### config.mk
export PLATFORM = sky130hd
export DESIGN_NAME = qpsk_demod
export DESIGN_NICKNAME = d
export VERILOG_FILES = /design/src/rtl/qpsk_demod.sv
export SDC_FILE = /design/constraint.sdc
export NUM_CORES = 1
export LEC_CHECK = 0
export CORE_MARGIN = 2
export CORE_UTILIZATION = 40
export CTS_CLUSTER_DIAMETER = 60
export DETAILED_ROUTE_END_ITERATION = 12
export GPL_TIMING_DRIVEN = 0
export PLACE_DENSITY = 0.57
export SYNTH_ARGS = -nofsm -noshare
export SYNTH_HDL_FRONTEND = slang
export SYNTH_SLANG_ARGS = --single-unit
export TNS_END_PERCENT = 100
### constraint.sdc
create_clock -name SCLKin -period 11.1 [get_ports SCLKin]
set_input_delay 2.22 -clock SCLKin [delete_from_list [all_inputs] [get_ports SCLKin]]
set_output_delay 2.22 -clock SCLKin [all_outputs]
set_load 0.01 [all_outputs]
### src/rtl/qpsk_demod.sv
// qpsk_demod: correlating QPSK demodulator, 20 samples per symbol.
// Decides one dibit per symbol and re-serialises it on Dout/DCLKout.

module qpsk_demod #(
    parameter int SPS   = 20,
    parameter int MID   = 2048,
    parameter int ACC_W = 26
) (
    input  logic        SCLKin,
    input  logic        RSTnin,
    input  logic [11:0] Sin,
    input  logic        SymSync,
    output logic [1:0]  Dibit,
    output logic        DibitValid,
    output logic        Locked,
    output logic        Dout,
    output logic        DCLKout
);

    localparam logic [4:0] LAST = 5'(SPS - 1);

    function automatic logic signed [7:0] sin_c(input logic [4:0] n);
        case (n)
            5'd1:    return 8'sd39;
            5'd2:    return 8'sd75;
            5'd3:    return 8'sd103;
            5'd4:    return 8'sd121;
            5'd5:    return 8'sd127;
            5'd6:    return 8'sd121;
            5'd7:    return 8'sd103;
            5'd8:    return 8'sd75;
            5'd9:    return 8'sd39;
            5'd11:   return -8'sd39;
            5'd12:   return -8'sd75;
            5'd13:   return -8'sd103;
            5'd14:   return -8'sd121;
            5'd15:   return -8'sd127;
            5'd16:   return -8'sd121;
            5'd17:   return -8'sd103;
            5'd18:   return -8'sd75;
            5'd19:   return -8'sd39;
            default: return 8'sd0;
        endcase
    endfunction

    logic [4:0]              cnt_q, cnt_d, cnt_eff, cos_idx;
    logic signed [ACC_W-1:0] acc_i_q, acc_i_d, acc_q_q, acc_q_d;
    logic                    synced_q, synced_d;
    logic                    locked_q, locked_d;
    logic [1:0]              dibit_q, dibit_d;
    logic                    dv_q, dv_d;
    logic [4:0]              ph_q, ph_d, ph_inc, bitp;
    logic                    act_q, act_d;
    logic                    dout_q, dout_d;
    logic                    dclk_q, dclk_d;

    logic signed [12:0]      sc;
    logic signed [7:0]       ci, cq;
    logic signed [20:0]      prod_i, prod_q;
    logic signed [ACC_W-1:0] ext_i, ext_q, sum_i, sum_q;
    logic [ACC_W-1:0]        abs_i, abs_q;
    logic [1:0]              dec;
    logic                    sym_end, abort;

    // SymSync forces the current sample to position 0.
    assign cnt_eff = SymSync ? 5'd0 : cnt_q;
    assign cos_idx = (cnt_eff >= 5'd15) ? cnt_eff - 5'd15
                                        : cnt_eff + 5'd5;

    assign sc     = $signed({1'b0, Sin}) - $signed(13'(MID));
    assign ci     = sin_c(cnt_eff);
    assign cq     = sin_c(cos_idx);
    assign prod_i = sc * ci;
    assign prod_q = sc * cq;
    assign ext_i  = $signed({{(ACC_W-21){prod_i[20]}}, prod_i});
    assign ext_q  = $signed({{(ACC_W-21){prod_q[20]}}, prod_q});
    assign sum_i  = acc_i_q + ext_i;
    assign sum_q  = acc_q_q + ext_q;
    assign abs_i  = sum_i[ACC_W-1] ? -sum_i : sum_i;
    assign abs_q  = sum_q[ACC_W-1] ? -sum_q : sum_q;

    assign sym_end = (cnt_eff == LAST);
    assign abort   = SymSync && (cnt_q != 5'd0);

    // Quadrant decision; ties go to the I axis.
    always_comb begin
        dec = 2'b00;
        if (abs_i >= abs_q)
            dec = sum_i[ACC_W-1] ? 2'b10 : 2'b00;
        else if (!sum_q[ACC_W-1] && sum_q != '0)
            dec = 2'b01;
        else
            dec = 2'b11;
    end

    // Counter, accumulators, lock and serialiser next state.
    always_comb begin
        cnt_d    = sym_end ? 5'd0 : cnt_eff + 5'd1;
        acc_i_d  = acc_i_q + ext_i;
        acc_q_d  = acc_q_q + ext_q;
        synced_d = synced_q | SymSync;
        dv_d     = sym_end && synced_q;
        locked_d = locked_q | dv_d;
        dibit_d  = dv_d ? dec : dibit_q;
        ph_inc   = (ph_q == 5'd19) ? 5'd0 : ph_q + 5'd1;
        bitp     = (ph_inc < 5'd10) ? ph_inc : ph_inc - 5'd10;
        ph_d     = ph_q;
        act_d    = act_q;
        dout_d   = dout_q;
        dclk_d   = dclk_q;

        if (cnt_eff == 5'd0) begin
            acc_i_d = ext_i;
            acc_q_d = ext_q;
        end else if (sym_end) begin
            acc_i_d = '0;
            acc_q_d = '0;
        end

        if (dv_d) begin
            ph_d   = 5'd0;
            act_d  = 1'b1;
            dout_d = dec[1];
            dclk_d = 1'b0;
        end else if (abort) begin
            act_d  = 1'b0;
            dclk_d = 1'b0;
        end else if (act_q) begin
            ph_d   = ph_inc;
            dout_d = (ph_inc < 5'd10) ? dibit_q[1] : dibit_q[0];
            dclk_d = (bitp >= 5'd5);
        end
    end

    // State registers with asynchronous clear.
    always_ff @(posedge SCLKin or negedge RSTnin) begin
        if (!RSTnin) begin
            cnt_q    <= '0;
            acc_i_q  <= '0;
            acc_q_q  <= '0;
            synced_q <= 1'b0;
            locked_q <= 1'b0;
            dibit_q  <= '0;
            dv_q     <= 1'b0;
            ph_q     <= '0;
            act_q    <= 1'b0;
            dout_q   <= 1'b0;
            dclk_q   <= 1'b0;
        end else begin
            cnt_q    <= cnt_d;
            acc_i_q  <= acc_i_d;
            acc_q_q  <= acc_q_d;
            synced_q <= synced_d;
            locked_q <= locked_d;
            dibit_q  <= dibit_d;
            dv_q     <= dv_d;
            ph_q     <= ph_d;
            act_q    <= act_d;
            dout_q   <= dout_d;
            dclk_q   <= dclk_d;
        end
    end

    assign Dibit      = dibit_q;
    assign DibitValid = dv_q;
    assign Locked     = locked_q;
    assign Dout       = dout_q;
    assign DCLKout    = dclk_q;

endmodule

# Word-level counts from Yosys, hierarchy flattened
# Memories as Yosys holds them, arrays and structs flattened.
# Cells that the tools add are included.
[totals]
regBits = 70
mem_bits_ro = 512
inputBits = 15
output_inout_bits = 6
elab_cells = 71
memories = 2
[mem_list]
columns = ["name", "depth", "width", "read_ports", "rd_ports_with_merged_regs", "wr", "line", "text"]
rows = [
  ["(no name shown)", 32, 8, 1, 0, 0, "23", "case (n)"],
  ["(no name shown)", 32, 8, 1, 0, 0, "23", ""],
]
[op_classes]
addsub = 10
n_mul = 2
n_lt_le_gt_ge = 4
eq_ne = 3
mux = 26
bitwise = 2
n_reduce_logical = 11
[ops]
columns = ["cell", "count"]
rows = [
  ["2-to-1 mux 26 bit", 6],
  ["adder 26 x 21 -> 26 bit", 2],
  ["negator 26 bit", 2],
  ["multiplier 13 x 8 -> 21 bit", 2],
  ["2-to-1 mux 5 bit", 8],
  [">= comparator 26 bit", 1],
  ["nonzero test 26 bit", 1],
  ["subtractor 12 x 12 -> 13 bit, second input constant", 1],
  ["adder 5 x 1 -> 5 bit, second input constant", 2],
  ["== test 5 bit, second input constant", 2],
  ["subtractor 5 x 4 -> 5 bit, second input constant", 2],
  ["2-to-1 mux 1 bit", 9],
  ["2-to-1 mux 2 bit", 3],
  ["adder 5 x 3 -> 5 bit, second input constant", 1],
  [">= comparator 5 x 3 -> 1 bit, second input constant", 1],
  [">= comparator 5 x 4 -> 1 bit, second input constant", 1],
  ["zero test 5 bit", 1],
  ["less-than comparator 5 x 4 -> 1 bit, second input constant", 1],
  ["nonzero test 5 bit", 1],
  ["nonzero test 2 bit", 2],
  ["logical AND 1 bit", 3],
  ["nonzero test 3 bit", 1],
  ["!= test 2 bit, second input constant", 1],
  ["OR 1 bit", 2],
  ["2 further kinds", 2],
]

# Longest topological paths before layout
# Gate-level depths: netlist (run 1).
# An unclocked memory read counts as a cell.
[depth]
word_depth = 11
ltp_mapped = 59
mapped_depth_nobuf = 54

# Worst setup path after synthesis (run 1)
# OpenSTA, ideal clock, no wires.
[synth_timing]
path_type = "input port to flip-flop"
startpoint = "input SymSync"
endpoint = "register dibit_q[1] (netlist: Dibit[1])"
setup_time_ns = 0.133
arrival_time_ns = 13.546
t_required_ns = 10.967
setup_slack_ns = -2.579
stages = 54
n_path_buf = 5
path_cell_list = "clkbuf_1 > nor2b_1 > ha_1 > and3_1 > ha_1 > nor2_1 > maj3_1 > xor2_1 > and2_1 > clkbuf_1 > nor2_1 > and2_1 > a31oi_1 > clkbuf_1 > nor2_1 > fa_1 > fa_1 > fa_1 > [18 not listed] > o21ai_1 > nor3_1 > a311oi_2 > xnor2_1 > buf_2 > nand2_1 > xor2_1 > ha_1 > a21o_1 > a21o_1 > a21oi_1 > o211ai_1 > a2111oi_0 > o21ai_0 > a221oi_1 > nand2_1 > nor2_1 > a211oi_1"
[synth_between]
elab_chain_len = 10
elab_cells_between_ends = 24
classes_between = "add/sub (6); mul (2); order compare (2); eq/ne (1); mux (7); reduce/logical (4); memory (2)"
[synth_rtl]
columns = ["item", "line", "text"]
rows = [
  ["from (decl)", "12", "input logic SymSync,"],
  ["2-to-1 mux 5 bit (*)", "66", "assign cnt_eff = SymSync ? 5'd0 : cnt_q;"],
  ["adder 5 x 3 -> 5 bit (tied with other cells)", "68", ": cnt_eff + 5'd5;"],
  ["2-to-1 mux 5 bit", "67", "assign cos_idx = (cnt_eff >= 5'd15) ? cnt_eff - 5'd15"],
  ["memory (32 x 8 bit)", "--", ""],
  ["multiplier 13 x 8 -> 21 bit", "74", "assign prod_q = sc * cq;"],
  ["adder 26 x 21 -> 26 bit", "78", "assign sum_q = acc_q_q + ext_q;"],
  ["negator 26 bit (tied with other cells)", "80", "assign abs_q = sum_q[ACC_W-1] ? -sum_q : sum_q;"],
  ["2-to-1 mux 26 bit / logical AND 1 bit (equally long branches)", "80, 90", ""],
  [">= comparator 26 bit / 2-to-1 mux 2 bit (equally long branches)", "88, 90", ""],
  ["2-to-1 mux 2 bit", "88", "if (abs_i >= abs_q)"],
  ["to (signal assigned)", "155", "dibit_q <= dibit_d;"],
  ["to (decl)", "50", "logic [1:0] dibit_q, dibit_d;"],
]
# Every way passes the cells marked *; elsewhere a longest branch is shown, timed or not.
# A chain may end at the register's enable or synchronous reset.

# Worst setup path after layout (run 1)
[layout_timing]
startpoint = "input SymSync"
endpoint = "register dibit_q[0] (netlist: Dibit[0])"
[layout_between]
elab_chain_len = 10
elab_cells_between_ends = 19
classes_between = "add/sub (6); mul (2); order compare (2); eq/ne (1); mux (5); reduce/logical (1); memory (2)"
[layout_rtl]
columns = ["item", "line"]
rows = [
  ["2-to-1 mux 5 bit (*)", "66"],
  ["adder 5 x 3 -> 5 bit (tied with other cells)", "68"],
  ["2-to-1 mux 5 bit", "67"],
  ["memory (32 x 8 bit)", "--"],
  ["multiplier 13 x 8 -> 21 bit", "74"],
  ["adder 26 x 21 -> 26 bit", "78"],
  ["negator 26 bit", "80"],
  ["2-to-1 mux 26 bit", "80"],
  [">= comparator 26 bit", "88"],
  ["2-to-1 mux 2 bit", "88"],
]
# Marks and branches as above.

==> results of run 1 <==
-- how the worst max path moves through the flow --
stage                     startpoint                    to  depth (start not counted)
after floorplan              SymSync  Dibit[1]$_DFFE_PN0P_                         54
after global placement       SymSync  Dibit[1]$_DFFE_PN0P_                         53
after detailed placement     SymSync  Dibit[1]$_DFFE_PN0P_                         53
after CTS                    SymSync      Dout$_DFFE_PN0P_                         56
after global routing         SymSync  Dibit[0]$_DFFE_PN0P_                         61
final                        SymSync  Dibit[0]$_DFFE_PN0P_                         55
-- stage by stage --
step                      setup WS [ns]  area [um^2]  hold WS (ns)  util [%]  instances
after floorplan                   -1.46        15200         0.437         -       1772
after global placement            -3.64        16000         0.453      43.0       2266
after detailed placement          -3.68        16000         0.456      43.0       2267
after CTS                         -1.80        17200         0.475      46.1       2333
after global routing              -2.37        17500         0.503      47.0       2353
final                             -1.94        17500         0.465      47.0       2353
-- repair_timing --
action / in CTS / in global routing
endpoints found under the setup margin: 12 / 6
pin swaps: 53 / 59
resized for setup: 89 / 55
buffers inserted: 49 / 22
gates cloned: 1 / 0
-- flip-flops by register name, summed over array words and instances (netlist names) --
signal      cells
acc_i_q        26
acc_q_q        26
cnt_q           5
ph_q            5
Dibit           2
DCLKout         1
DibitValid      1
Dout            1
Locked          1
act_q           1
synced_q        1
-- per-layer routing --
metal  vias up  wire length (um)  track usage, %
met5         -                 0               0
met4         0               988            5.79
met3        50              1600            2.13
met2       276             19400            35.9
met1      6249             20000            30.6
li1       6145                 -               -
-- worst register-to-register path, delay by kind of cell (launching register included) --
family | cells | cell delay, ns
fa+ha+maj | 9 | 3.33
compound gates | 16 | 3.23
xor+xnor | 4 | 0.76
simple gates | 14 | 2.36
flops | 1 | 0.32
buf+inv | 10 | 1.89
-- cell usage after synthesis, types with 4 or more instances --
cell / n / area, um^2
o31ai_1: 11 / 82.6
o22ai_1: 8 / 50.1
a22o_1: 26 / 228
and2_1: 71 / 444
a32oi_1: 4 / 35.0
a2111oi_0: 7 / 61.3
a21boi_0: 6 / 45.0
nand2b_1: 36 / 225
a21o_1: 35 / 263
and3_1: 9 / 56.3
a211oi_1: 12 / 90.1
dfrtp_1: 70 / 1750
o211ai_1: 12 / 90.1
xor2_1: 57 / 499
a21oi_1: 91 / 455
or3_1: 12 / 75.1
nand3_1: 20 / 100
nor2b_1: 80 / 500
ha_1: 169 / 2110
o21ai_1: 8 / 40.0
mux2i_1: 12 / 120
nand4_1: 18 / 113
buf_2: 8 / 40.0
inv_1: 253 / 950
nor3_1: 22 / 110
nor4_1: 10 / 62.6
o21a_1: 12 / 90.1
nand2_1: 131 / 492
a31oi_1: 20 / 125
xnor2_1: 67 / 587
nor2_1: 94 / 353
fa_1: 167 / 3340
o21ai_0: 69 / 345
o21bai_1: 11 / 82.6
or2_2: 13 / 81.3
clkbuf_1: 49 / 184
-- layout make-up --
cell class / instances / area, um^2
Timing Repair Buffer: 93 / 800
Fill cell: 3615 / 19800
Clock buffer: 9 / 225
Sequential cell: 70 / 1750
Multi-Input combinational cell: 1390 / 12700
Tap cell: 474 / 593
Buffer: 56 / 368
Inverter: 254 / 957
Clock inverter: 7 / 104
-- cells by family after synthesis --
family	Yosys count	synth area share, %
fa+ha+maj	337	36.4
buf+inv	312	7.85
xor+xnor	125	7.38
mux	13	0.890
simple gates	538	18.9
compound gates	377	17.0
flops	70	11.6
==> metrics, run 1 <==
commonest cells after routing, fill and taps aside inv_1 (244), fa_1 (163), ha_1 (152); die area around 40,000 um^2; commonest non-fill, non-tap cell in the layout inv_1; minimum clock period about 13 ns; via-per-instance ratio between 5 and 6; clock tree from TritonCTS yes; Core ar. around 37,000 um^2; Post-DP HPWL 33,000 um; layout cells sized above 1 a little over an eighth; post-route setup TNS -5.79 ns; cell mode on critical path fa_1; vias after detailed routing 12,700; clk root buf clkbuf_16; Placer Congestion about 0.88; Syn-to-layout area delta 16.5%; number of synthesized flops with an enable pin 0; Setup CP Type in -> reg; clk_skew around 0.013 ns; Ys Warns 0; H-tree level count 3; worst hold path type reg -> reg; Die Ht between 150 and 200 um; row cnt 71; critical path required time 11.39 ns; CP Capture Type flop; CTS Buf Count 9; Most used DFF post-synth dfrtp_1; status finished, violations left; failing checks setup timing; Crit Path Max Fanout 8; RSZ-0062 raised after global routing yes; Hold Crit Start Locked$_DFF_PN0_; crit start category input port; post-synthesis sequential area ratio a little under an eighth; ys async rst share 100%; Clock Sinks 70; Buffers on Ports 20; Clock Tree Buf Depth 2; max-cap violation count 0; RR Endpoint Dibit[0]$_DFFE_PN0P_; largest net degree at the start of global routing 38; first-pass GRT wire length around 67,000 um; Routed WL per cell 17.8 um; Syn Area/Cell about 8.5 um^2; effective utilization at floorplan roughly two fifths; n_diodes 0; CP delay by family, top adder cells; Buf/Inv on CP 10; vias in the first global route 12,600; worst hold stages 1; worst slew pin tran around 1.0 ns; Syn Nets 2,123; 1st-pass router iterations 6; worst setup margin -1.94 ns; I/O Pins 21; Slew headroom 30.2%; slowest stage delay, CP 0.56 ns; die extent in x about 200 um; GR Overflow Total 0; clk_lat worst skew between 0.3 and 0.4 ns; Synth Register Bits 70; DR DRC count 0; count of cell types in the netlist between 80 and 90; slowest cell on the critical path fa_1; highest clock rate around 0.077 GHz; number of cells on the worst reg-to-reg path 53; Setup violations, final 3; r2r startpoint cnt_q[3]$_DFF_PN0_; DRT iter0 DRCs ~840; Post-CTS Hold Buffers 0; final hold viol count 0; crit path DAT roughly 13 ns; fin. max-slew vios 0; Hold Path End Locked$_DFF_PN0_; initial antenna violation count 0; Routed WL 41,900 um; clock edge transition at the registers on the reported setup and hold paths about 0.06 ns; GRT Util Overall between 20% and 30%; gate count after technology mapping about 1,800; Post-layout nets 2,225; Final period util 118%; post-route antenna net violation count 0; synthesized area 15,000 um^2; flop2flop setup slack -0.88 ns
Power of run 1 is left out: the tool's default activity adds up to more than one toggle a clock period on the data nets, which glitch-free logic cannot reach.
==> inputs of run 2 (changes only) <==
ABC_CLOCK_PERIOD_IN_PS = 11100   (was default)
==> results of run 2 <==
The final DEF is identical to that of run 1; final timing and power are the same.
Power of run 2 is left out for the same reason.
